[src/rtl/stream_delay.sv]
// Valid/ready stage that holds back each handshake by a fixed or LFSR-chosen number
// of cycles; the payload itself passes straight through.
module stream_delay #(
   parameter bit          StallRandom = 1'b0,
   parameter int unsigned FixedDelay  = 1,
   parameter type         payload_t   = logic
) (
   input  logic     clk_i,
   input  logic     rst_i,
   input  payload_t payload_i,
   input  logic     valid_i,
   output logic     ready_o,
   output payload_t payload_o,
   output logic     valid_o,
   input  logic     ready_i
);

   assign payload_o = payload_i;

   if (!StallRandom && FixedDelay == 0) begin : g_pass
      logic unused_clk_rst;
      assign unused_clk_rst = clk_i ^ rst_i;
      assign valid_o        = valid_i;
      assign ready_o        = ready_i;
   end else begin : g_delay
      localparam int unsigned MaxDelay = (FixedDelay > 16) ? FixedDelay : 16;
      localparam int unsigned CntW     = $clog2(MaxDelay + 1);

      typedef enum logic {IDLE, VALID} state_e;

      state_e          state_q;
      logic [CntW-1:0] cnt_q;
      logic [CntW-1:0] d_q;
      logic            armed_q;
      logic [CntW-1:0] d_fresh;
      logic [CntW-1:0] d_cur;
      logic [CntW-1:0] d_last;
      logic            pass_now;

      if (StallRandom) begin : g_rand
         logic [15:0] lfsr_q;

         // Fibonacci LFSR, taps 16,14,13,11; free-running so each transfer sees a new draw
         always_ff @(posedge clk_i or posedge rst_i) begin
            if (rst_i) begin
               lfsr_q <= 16'hACE1;
            end else begin
               lfsr_q <= {lfsr_q[0] ^ lfsr_q[2] ^ lfsr_q[3] ^ lfsr_q[5], lfsr_q[15:1]};
            end
         end

         assign d_fresh = CntW'(lfsr_q[3:0]);
      end else begin : g_fixed
         assign d_fresh = CntW'(FixedDelay);
      end

      // Delay is latched on the first presenting cycle so it stays put for the whole transfer
      assign d_cur    = armed_q ? d_q : d_fresh;
      assign d_last   = d_cur - CntW'(1);
      assign pass_now = (state_q == IDLE) && (d_cur == '0);

      always_comb begin
         valid_o = 1'b0;
         ready_o = 1'b0;
         if (!rst_i) begin
            if (state_q == VALID) begin
               valid_o = valid_i;
               ready_o = ready_i & valid_i;
            end else if (pass_now) begin
               valid_o = valid_i;
               ready_o = ready_i;
            end
         end
      end

      always_ff @(posedge clk_i or posedge rst_i) begin
         if (rst_i) begin
            state_q <= IDLE;
            cnt_q   <= '0;
            armed_q <= 1'b0;
         end else if (state_q == IDLE) begin
            if (!valid_i) begin
               cnt_q   <= '0;
               armed_q <= 1'b0;
            end else if (d_cur == '0) begin
               armed_q <= !ready_i;
            end else if (cnt_q == d_last) begin
               cnt_q   <= '0;
               state_q <= VALID;
               armed_q <= 1'b1;
            end else begin
               cnt_q   <= cnt_q + CntW'(1);
               armed_q <= 1'b1;
            end
         end else begin
            if (!valid_i || ready_i) begin
               state_q <= IDLE;
               armed_q <= 1'b0;
            end
         end
      end

      always_ff @(posedge clk_i) begin
         if (state_q == IDLE && valid_i && !armed_q) begin
            d_q <= d_fresh;
         end
      end
   end

endmodule

[config.mk]
export PLATFORM = sky130hd
export DESIGN_NAME = stream_delay
export DESIGN_NICKNAME = d
export VERILOG_FILES = /design/src/rtl/stream_delay.sv
export SDC_FILE = /design/constraint.sdc
export NUM_CORES = 1
export LEC_CHECK = 0
export ABC_AREA = 1
export BUFFER_PORTS_ARGS = -buffer_cell sky130_fd_sc_hd__buf_2
export CAP_MARGIN = 10
export CORE_AREA = 8 8 45 47
export DETAILED_ROUTE_END_ITERATION = 8
export DIE_AREA = 0 0 53 55
export GPL_TIMING_DRIVEN = 0
export PLACE_DENSITY = 0.55
export SYNTH_ARGS = -nofsm -noshare
export SYNTH_HDL_FRONTEND = slang
export SYNTH_SLANG_ARGS = --single-unit
[constraint.sdc]
create_clock -name clk_i -period 3.2 [get_ports clk_i]
set_input_delay 0.48 -clock clk_i [delete_from_list [all_inputs] [get_ports clk_i]]
set_output_delay 0.48 -clock clk_i [all_outputs]
set_load 0.01 [all_outputs]
==> qor.yml <==
yosys:
  synth_cells: 50
  yosys.area.top_type: "dfrtp_1"
  synthDistinctLibCells: 15
  syn_avg_cell_area_um2: 7.28
  synth_fp_nets: 57
  yosysTopAreaCellShare_pct: 41.2
  synth_seq_cells: 6
  yosysWarningCount: 0
  ys_top_cells_by_area: "dfrtp_1 41%, nand2_1 16%, inv_1 8.2%, ha_1 6.9%, nand3_1 5.5%"
  ys_seq_area_share_pct: 41.2
  synth_area_um2: 364
power_and_ir_drop:
  pwr_density_cell_nw_per_um2: 372
  ir_drop_mv: 0.106
  p_leak_nw: 0.240
global_route:
  grt-ovfl-total: 0
  grt_use_total_pct: 7.12
  grt_max_degree: 8
  grt_first_pass_wirelength_um: 1480
  grt_pass1_vias: 314
  antenna_found_initial: 0
setup_path:
  reg2reg_slack_ns: 2.02
  reg2reg_to: "g_delay.cnt_q[2]$_DFFE_PP0N_"
  cp-end-kind: "output port"
  crit_fanout: 7
  rr_startpoint: "g_delay.cnt_q[0]$_DFFE_PP0N_"
  startpoint_type: "flop"
  r2r_cells: 7
  crit_type: "flop to output port"
  arrival_ns: 1.19
  required_ns: 2.72
timing:
  worst_pin_slew_ns: 0.249
  rsz0062_at_grt: "no"
  drv_slew: 0
  period_needed_ns: 1.67
  fin_crit_sh_pct: 52.2
  fmax_ghz: 0.599
  slew_headroom_pct: 83.4
  hold_violations: 0
  finClkSkew_ns: 0.00714
  tns_ns: 0
  finalSetupViolCount: 0
clock_network:
  clock_path_buffers: 2
  clock_latency_ns: 0.24
  cts_sinks: 6
  ctsHtreeMaxLevel: 1
  post_cts_buffers: 0
  holdBufCountCts: 0
  post_cts_resize_count: 0
  cts_tree: "yes"
  cts_buffers: 3
  clk_pin_slew_ns: 0.05
  cts-root-buf: "clkbuf_4"
floorplan:
  core-area_um2: 1380
  dieWidth_um: 53
  fp-row-count: 14
  die_area_um2: 2920
  fp.dieH_um: 55
  ios: 8
  initial_core_util_pct: 26.3
drt:
  wirelength_um: 792
  vias: 324
  drt_iter0_drc: 5
  viasPerCell: 4.32
  route.detailed.drc: 0
  first_pass_iters: 4
  antenna_left: 0
  wire_per_inst_um: 10.6
layout:
  antennaDiodeCount: 0
  finalNetCount: 68
  syn2layout_area_growth_pct: 19.9
  final_layout_size_suffix_gt1_share_pct: 22.0
  stdcell_area_um2: 437
placement:
  dp_hpwl_um: 638
  gp_congestion: 0.714
  io_buffers: 6
  place_area_um2: 414
job:
  drv_cap: 0
worst_hold_path:
  hold_class: "primary input to async pin"
outcome:
  status: "finished, final reports clean"
## power breakdown
part / internal, mW / switching [mW]
clock: 0.0424 / 0.0263
combinational: 0.00509 / 0.00897
sequential: 0.0775 / 0.00229
total: 0.125 / 0.0376
## stage by stage
step | setup slack, ns | hold slack [ns] | util [%] | power [mW] | cells
final | 1.53 | 0.171 | 31.6 | 0.163 | 75
after global routing | 1.38 | 0.176 | 31.6 | 0.176 | 75
after CTS | 1.50 | 0.174 | 31.6 | 0.166 | 75
after detailed placement | 1.65 | 0.438 | 29.9 | 0.0953 | 72
after global placement | 1.69 | 0.430 | 29.9 | 0.0951 | 72
after floorplan | 1.79 | 0.271 | - | 0.0888 | 50
## Yosys cell counts, drive strengths merged
cell type   n
o21ai       2
buf         1
nor3        1
nand4       2
inv         9
dfrtp       6
nor4        1
nand2      16
nor2        2
a21oi       4
nand3       4
ha          2
## sequential cells by signal, summed over array words and instances, names as in the netlist
name and flops:
g_delay.state_q 1, g_delay.cnt_q 5
## worst max path at each step
stage / cells after the start / endpoint / startpoint / slack (ns)
after floorplan: 2 / ready_o / valid_i / 1.79
after global placement: 4 / ready_o / valid_i / 1.69
after detailed placement: 4 / ready_o / valid_i / 1.65
after CTS: 3 / ready_o / g_delay.state_q$_DFF_PP0_ / 1.50
after global routing: 3 / ready_o / g_delay.state_q$_DFF_PP0_ / 1.38
final: 3 / ready_o / g_delay.state_q$_DFF_PP0_ / 1.53
## cell type report
cell class,instances,area [µm²]
multi-input combinational,34,173
buffer,1,7.51
clock buffer,3,22.5
fill,155,947
inverter,9,33.8
timing repair buffer,6,30.0
tap,16,20.0
sequential,6,150
## critical path: stages, from the launching register on
cell     delay (ns)
dfrtp_1        0.43
inv_2          0.10
nor4_1         0.25
buf_2          0.17
## cell usage in the layout, fill, tap and decap left out
| master | synthesis | final |
|---|---|---|
| ha_1 | 2 | 2 |
| inv_2 | 1 | 1 |
| dfrtp_1 | 6 | 6 |
| a21oi_2 | 1 | 1 |
| nor3_1 | 1 | 1 |
| a21oi_1 | 3 | 3 |
| inv_1 | 8 | 8 |
| o21ai_0 | 2 | 2 |
| nor4_1 | 1 | 1 |
| buf_4 | 1 | 1 |
| nand4_1 | 2 | 2 |
| buf_2 | 0 | 6 |
| nor2_2 | 1 | 1 |
| nor2_1 | 1 | 1 |
| nand2_1 | 16 | 16 |
| clkbuf_4 | 0 | 3 |
| nand3_1 | 4 | 4 |
## kinds of logic after synthesis
logic type	after synthesis	synth area share, %
buf+inv	10	11.3
fa+ha+maj	2	6.87
flops	6	41.2
simple gates	26	31.3
compound gates	6	9.28
## layer usage
metal / vias up / GRT usage, % / share of wire [%]
met5: - / 0 / 0
met4: 0 / 5.17 / 0
met3: 0 / 3.21 / 3.8
met2: 4 / 9.77 / 46
met1: 142 / 8.58 / 50
li1: 178 / - / -
(Power assumes the default switching activity.)
